$ cat config.mk
export PLATFORM = sky130hd
export DESIGN_NAME = pipeline_ctrl
export DESIGN_NICKNAME = d
export VERILOG_FILES = /design/src/rtl/pipeline_ctrl_pkg.sv /design/src/rtl/pipeline_ctrl_stall_watchdog.sv /design/src/rtl/pipeline_ctrl.sv
export SDC_FILE = /design/constraint.sdc
export NUM_CORES = 1
export LEC_CHECK = 0
export CAP_MARGIN = 10
export CORE_MARGIN = 10
export CORE_UTILIZATION = 35
export CTS_CLUSTER_DIAMETER = 200
export DETAILED_ROUTE_END_ITERATION = 12
export GPL_TIMING_DRIVEN = 0
export PLACE_DENSITY_LB_ADDON = 0.25
export SKIP_CTS_REPAIR_TIMING = 1
export SLEW_MARGIN = 30
export SYNTH_ARGS = -nofsm -noshare
export SYNTH_HDL_FRONTEND = slang
export SYNTH_SLANG_ARGS = --single-unit
$ cat constraint.sdc
create_clock -name clk -period 5.4 [get_ports clk]
set_input_delay 1.08 -clock clk [delete_from_list [all_inputs] [get_ports clk]]
set_output_delay 1.08 -clock clk [all_outputs]
set_load 0.02 [all_outputs]
$ cat src/rtl/pipeline_ctrl_pkg.sv
// Shared definitions for the pipeline stall/flush controller, the program
// counter and the pipeline registers.
package pipeline_ctrl_pkg;

    localparam int STALL_W = 6;

    // Bit positions inside stall_en (1 = hold).
    localparam int SE_PC     = 0;
    localparam int SE_IF_ID  = 1;
    localparam int SE_ID_EX  = 2;
    localparam int SE_EX_MEM = 3;
    localparam int SE_MEM_WB = 4;
    localparam int SE_WB     = 5;

    localparam logic [STALL_W-1:0] STALL_NONE = 6'b000000;
    localparam logic [STALL_W-1:0] STALL_ID   = 6'b000111;
    localparam logic [STALL_W-1:0] STALL_EX   = 6'b001111;
    localparam logic [STALL_W-1:0] STALL_ALL  = 6'b111111;

    localparam int WDOG_CNT_W = 16;

    typedef enum logic [1:0] {
        RUN    = 2'd0,
        FREEZE = 2'd1,
        FLUSH  = 2'd2
    } ctrl_state_t;

endpackage

$ cat src/rtl/pipeline_ctrl_stall_watchdog.sv
// Counts consecutive stalled RUN cycles and requests a trip when the count
// reaches LIMIT-1 while a stall request is still active.
module stall_watchdog
    import pipeline_ctrl_pkg::*;
#(
    parameter int unsigned LIMIT = 1024
) (
    input  logic clk,
    input  logic reset_n,
    input  logic i_run,
    input  logic i_req,
    input  logic i_clear,
    output logic o_trip_req
);

    localparam logic [WDOG_CNT_W-1:0] LIMIT_M1 = WDOG_CNT_W'(LIMIT - 1);

    logic [WDOG_CNT_W-1:0] r_count;

    always_ff @(posedge clk or negedge reset_n) begin
        if (!reset_n) begin
            r_count <= '0;
        end else if (i_clear) begin
            r_count <= '0;
        end else if (i_run) begin
            // The count never passes LIMIT-1: a trip moves to FREEZE and clears it.
            r_count <= i_req ? (r_count + WDOG_CNT_W'(1)) : '0;
        end
    end

    assign o_trip_req = i_run && i_req && (r_count == LIMIT_M1);

endmodule

$ cat src/rtl/pipeline_ctrl.sv
// Stall/flush controller: merges stage stall requests, sequences redirects
// through FREEZE then FLUSH, and keeps a watchdog plus a stall-cycle counter.
module pipeline_ctrl
    import pipeline_ctrl_pkg::*;
#(
    parameter logic [31:0] EXC_VECTOR = 32'h0000_0020,
    parameter int unsigned WDOG_LIMIT = 1024,
    parameter int unsigned CNT_W      = 32
) (
    input  logic               clk,
    input  logic               reset_n,
    input  logic               stall_req_id,
    input  logic               stall_req_ex,
    input  logic               exc_valid,
    input  logic               exc_eret,
    input  logic [31:0]        exc_epc,
    output logic [STALL_W-1:0] stall_en,
    output logic               flush,
    output logic [31:0]        new_pc,
    output logic [CNT_W-1:0]   stall_cycles,
    output logic               wdog_trip
);

    ctrl_state_t        r_state;
    ctrl_state_t        w_next_state;
    logic [STALL_W-1:0] w_stall_en;
    logic               w_redirect;
    logic               w_trip_req;
    logic               w_req;
    logic [31:0]        w_target_d;
    logic [31:0]        r_target;
    logic [31:0]        r_new_pc;
    logic               r_flush;
    logic               r_wdog_trip;
    logic [CNT_W-1:0]   r_stall_cycles;

    assign w_req      = stall_req_id || stall_req_ex;
    assign w_target_d = (exc_valid && exc_eret) ? exc_epc : EXC_VECTOR;

    stall_watchdog #(
        .LIMIT (WDOG_LIMIT)
    ) u_wdog (
        .clk        (clk),
        .reset_n    (reset_n),
        .i_run      (r_state == RUN),
        .i_req      (w_req),
        .i_clear    (w_redirect),
        .o_trip_req (w_trip_req)
    );

    always_comb begin
        w_next_state = r_state;
        w_stall_en   = STALL_NONE;
        w_redirect   = 1'b0;
        case (r_state)
            RUN: begin
                if (exc_valid || w_trip_req) begin
                    w_stall_en   = STALL_ALL;
                    w_redirect   = 1'b1;
                    w_next_state = FREEZE;
                end else if (stall_req_ex) begin
                    w_stall_en = STALL_EX;
                end else if (stall_req_id) begin
                    w_stall_en = STALL_ID;
                end
            end
            FREEZE: begin
                w_stall_en   = STALL_ALL;
                w_next_state = FLUSH;
            end
            FLUSH: begin
                w_next_state = RUN;
            end
            default: begin
                w_next_state = RUN;
            end
        endcase
    end

    always_ff @(posedge clk or negedge reset_n) begin
        if (!reset_n) begin
            r_state <= RUN;
        end else begin
            r_state <= w_next_state;
        end
    end

    // new_pc only moves as flush rises, so it stays stable outside FLUSH.
    always_ff @(posedge clk or negedge reset_n) begin
        if (!reset_n) begin
            r_target    <= '0;
            r_new_pc    <= '0;
            r_flush     <= 1'b0;
            r_wdog_trip <= 1'b0;
        end else begin
            if (w_redirect) begin
                r_target <= w_target_d;
            end
            if (r_state == FREEZE) begin
                r_new_pc <= r_target;
            end
            r_flush     <= (r_state == FREEZE);
            r_wdog_trip <= w_redirect && !exc_valid;
        end
    end

    always_ff @(posedge clk or negedge reset_n) begin
        if (!reset_n) begin
            r_stall_cycles <= '0;
        end else if (w_stall_en[SE_PC] && (r_stall_cycles != '1)) begin
            r_stall_cycles <= r_stall_cycles + CNT_W'(1);
        end
    end

    assign stall_en     = w_stall_en;
    assign flush        = r_flush;
    assign new_pc       = r_new_pc;
    assign wdog_trip    = r_wdog_trip;
    assign stall_cycles = r_stall_cycles;

endmodule
## Word-level counts from Yosys, hierarchy flattened

Cells that the tools add are included.

| storage, ports and cells | value |
|---|---|
| bits in registers | 116 |
| input bits | 38 |
| output and inout bits | 72 |
| logic and storage cells | 35 |

| cells by class | value |
|---|---|
| add/subtract/negate cells | 2 |
| eq/ne operators | 4 |
| muxes and demuxes | 12 |
| reduce and logical (&&, ||, !) cells | 10 |

Operators with widths:

| operator | number |
|---|---|
| 16-bit two-way mux | 3 |
| 32-bit by 1-bit adder with 32-bit output, second input constant | 1 |
| 32-bit two-way mux | 1 |
| 32-bit inequality test, second input constant | 1 |
| 16-bit by 1-bit adder with 16-bit output, second input constant | 1 |
| 16-bit by 10-bit equality test with 1-bit output, second input constant | 1 |
| 6-bit one-hot mux with 2 select lines | 1 |
| 6-bit two-way mux | 1 |
| 1-bit logical AND | 5 |
| 4-bit two-way mux | 1 |
| 2-bit one-hot mux with 2 select lines | 1 |
| 3-bit two-way mux | 1 |
| 2-bit by 1-bit equality test with 1-bit output, second input constant | 1 |
| 2-bit zero test | 1 |
| 1-bit logical OR | 2 |
| 1-bit two-way mux | 2 |
| 2-bit two-way mux | 1 |
| 2-bit inequality test, second input constant | 1 |
| 2-bit nonzero test | 1 |
| 1-bit zero test | 1 |

## Logic depth before layout (Yosys ltp)

| logic depth | value |
|---|---|
| depth in word-level cells | 7 |
| depth in mapped cells | 9 |
| mapped depth without buffers | 6 |

## Hierarchy

Synthesis repeated with hierarchy kept, for this count alone.

| unflattened totals | value |
|---|---|
| cell total of the unflattened synthesis | 466 |
| area, all modules | 5073.6 µm² |

Modules (own cells, without submodules):

| module | instances | cells an instance | area an instance (µm²) |
|---|---|---|---|
| pipeline_ctrl | 1 | 366 | 4145.2 |
| stall_watchdog | 1 | 100 | 928.4 |

## Least setup slack after synthesis

OpenSTA, ideal clock, no wires.

| timing path | value |
|---|---|
| path kind | in2out |
| start point | input port exc_valid |
| end point | output port stall_en[1] |
| arrival | 2097 ps |
| required time | 4320 ps |
| setup slack | 2223 ps |
| stages on the path | 3 |
| path buffers | 1 |
| cells stage by stage | nor4_1 > nor2_1 > buf_4 |

| on the way | value |
|---|---|
| word-level cells in the longest chain between the ends | 3 |

Ends and longest elaborated chain:

| what | line | text |
|---|---|---|
| start, declared | pipeline_ctrl.sv:14 | `input logic exc_valid,` |
| 1-bit logical OR | pipeline_ctrl.sv:57 | `if (exc_valid \|\| w_trip_req) begin` |
| 6-bit two-way mux | pipeline_ctrl.sv:57 |  |
| 6-bit one-hot mux with 2 select lines | pipeline_ctrl.sv:55 | `case (r_state)` |
| end, declared | pipeline_ctrl.sv:17 | `output logic [STALL_W-1:0] stall_en,` |

No other way between the ends.

## Final worst setup path

Same ends and word-level chain as after synthesis.

==> reports/qor.txt <==
Outcome: finished, final reports clean
Library cells used by synthesis: 40
Crit path top cell by count: clkdlybuf4s50_1
Switching Fraction: 0.284
Worst path arrival time: 3.36 ns
Post-synth ARST share: 1.00
Worst skew pair latency: 0.41 ns
Power Density: 446 mW/mm2
Initial antenna violation count: 0
GPL Wtd Cong: 0.821
Synth Flop Type: dfrtp_1
# IOs: 110
Worst IR Drop VDD: 0.254 mV
Combinational share of power: 0.250
CTS Buf Count: 17
Slowest-stage cell, CP: nor4_1
Post-route setup slack: 0.958 ns
Seq pwr share: 0.378
Cell chain of the critical path: clkdlybuf4s50_1 -> nor4_1 -> nor2_1 -> buf_4 -> clkdlybuf4s50_1
Leak: 2.99 nW
Final core occ: 0.498
Total number of vias: 3709
Share of layout cells above drive strength 1: 0.151
Input/output buffers: 109
Core ar.: 0.0139 mm2
Final period demand of the worst path: 4.44 ns
Largest area contributor in the synthesized netlist: dfrtp_1
Drt pass-1 iters: 4
CP peak stage delay: 0.79 ns
H-tree depth: 4
RSZ-0062 raised after global routing: no
Dpl ws: 0.980 ns
Internal power: 2.21 mW
Site Rows: 43
Vias in the first global route: 3850
Worst Path Max Fanout: 6
Die width: 139 um
CTS Buffer Depth: 2
WP buf/inv: 3
Slew Viols, Final: 0
Crit path launch type: input pin
WS Path Type: in2out
Clock transition at path regs: 0.05 ns
Sink Count: 116
Final Net Count: 576
Post-Syn Instances: 407
Diodes inserted: 0
Kind of cell adding the most delay to the critical path: buffers and inverters
Placed cell area: 0.00631 mm2
Share of the yosys chip area belonging to registers: 0.585
Routed Antenna Nets: 0
Hold Path Class: reg2reg
Final Instance Area: 0.00691 mm2
Mapped cell area: 0.00496 mm2
EDFF count, synth: 0
CTS Root Cell: clkbuf_16
Critical Path End Type: output pin
CTS tree: done
WL final: 12.1 mm
Filler instances: 1266
WP data required: 4.32 ns
Syn avg cell area: 12.2 um2
Net Count, Synth: 447
WL/cell: 16.7 um
Psw: 875 uW
Highest clock rate: 0.225 GHz
Yosys top cell area share: 0.585
Total GRT Usage: 0.127
Final period util: 0.823
Worst slew pin tran: 0.978 ns
Yosys warnings: 0
Clock power share: 0.372
Largest net degree at the start of global routing: 60
Chip Height: 139 um
First-pass GRT wire length: 20.2 mm
Fin Clk Skew: 0.00990 ns
Final number of hold-violating endpoints: 0
Starting DRT DRC Count: 256
Hpwl dp: 8.62 mm
DRC violations left: 0
Max transition margin: 0.343
Die area: 0.0193 mm2
# Max-Cap Violations: 0
P&R area growth vs syn: 39.4%
Post-DR vias/cell: 5.09
Hold Slack: 0.495 ns
GRT overflow: 0
Initial core utilization: 0.357
Final setup violation count: 0
Ranking of synthesized cells by area: dfrtp_1 59%, mux2_2 7.9%, a22o_1 6.0%, xnor2_1 4.2%, nand3_1 2.6%
Synth Register Bits: 116
cells by family (layout without fill, tap and decap cells):
family | after synthesis | after routing | share of synthesized area
simple gates | 123 | 123 | 0.132
flops | 116 | 116 | 0.585
compound gates | 68 | 68 | 0.105
mux | 35 | 35 | 0.0795
xor+xnor | 32 | 32 | 0.0565
buf+inv | 31 | 173 | 0.0363
fa+ha+maj | 2 | 2 | 0.00505
flip-flops by register name (all words and copies together), names as in the netlist:
register and cells:
flush 1, new_pc 32, r_state 2, r_target 32, stall_cycles 32, u_wdog.r_count 16, wdog_trip 1
placed cells by master (no fill, tap or decap), drive strengths merged:
cell type / count
o41ai: 1
or2: 1
nor3: 9
nand4: 12
nand2: 23
clkdlybuf4s50: 108
o211ai: 1
nand3: 26
o31ai: 2
nor2: 19
dfrtp: 116
inv: 9
a41oi: 3
xor2: 8
clkinv: 4
nor4: 4
clkbuf: 33
nand4b: 1
ha: 2
and2: 5
nand2b: 2
and3: 12
or4: 2
buf: 16
and4: 3
or3: 3
mux2: 35
nor2b: 1
o21ai: 11
a2bb2oi: 1
xnor2: 24
a31o: 1
a21oi: 7
a31oi: 7
a22o: 34
bufinv: 3
worst paths after layout:
kind                            slack [ns]                        start  cells past startpoint                      endpoint
worst max-delay path                  0.96                    exc_valid                      5                   stall_en[1]
worst min-delay path                  0.49      r_target[6]$_DFFE_PN0P_                      1       r_target[6]$_DFFE_PN0P_
worst max register to register        2.95  stall_cycles[0]$_DFFE_PN0P_                      6  stall_cycles[28]$_DFFE_PN0P_
worst min register to register        0.49      r_target[6]$_DFFE_PN0P_                      1       r_target[6]$_DFFE_PN0P_
max in group asynchronous             4.15                      reset_n                      2        r_state[1]$_DFFE_PN0P_
min in group asynchronous             0.59                      reset_n                      1   stall_cycles[0]$_DFFE_PN0P_
layout make-up:
type / count / area, um2 / area share
buffer: 23 / 150 / 0.0217
clock buffer: 24 / 482 / 0.0697
clock inverter: 8 / 123 / 0.0177
inverter: 8 / 30.0 / 0.00434
multi-input combinational: 260 / 1880 / 0.271
sequential: 116 / 2900 / 0.420
tap: 180 / 225 / 0.0326
timing repair buffer: 110 / 1120 / 0.163
power by group through the flow:
stage / Sequential (mW) / Clock [mW] / Combinational [mW]
floorplan: 1.29 / 0 / 0.265
global placement: 1.17 / 0 / 0.773
detailed placement: 1.17 / 0 / 0.784
CTS: 1.16 / 1.17 / 0.787
global route: 1.19 / 1.21 / 0.829
finish: 1.16 / 1.15 / 0.771
stage by stage:
step                      total power, mW  cells  TNS [ns]
after CTS                            3.12    729         0
final                                3.08    729         0
after detailed placement             1.96    697         0
after global routing                 3.23    729         0
after floorplan                      1.56    407         0
after global placement               1.94    696   -148.52
routing by layer:
metal  vias up  GRT usage  wire, um
met5         -          0         0
met3        16     0.0678      1220
met2       103      0.186      5430
met4         0     0.0511       203
met1      1856      0.153      5290
li1       1734          -         -
synthesized netlist by cell type, drive strengths merged, types with 2 or more instances:
| master | number |
|---|---|
| nor4 | 4 |
| dfrtp | 116 |
| nor3 | 9 |
| inv | 8 |
| or4 | 2 |
| xor2 | 8 |
| and2 | 5 |
| ha | 2 |
| nor2 | 19 |
| a31oi | 7 |
| xnor2 | 24 |
| and3 | 12 |
| o21ai | 11 |
| nand4 | 12 |
| a21oi | 7 |
| a41oi | 3 |
| o31ai | 2 |
| and4 | 3 |
| mux2 | 35 |
| a22o | 34 |
| nand2b | 2 |
| clkbuf | 9 |
| nand2 | 23 |
| buf | 14 |
| or3 | 3 |
| nand3 | 26 |
(Power assumes the default switching activity.)
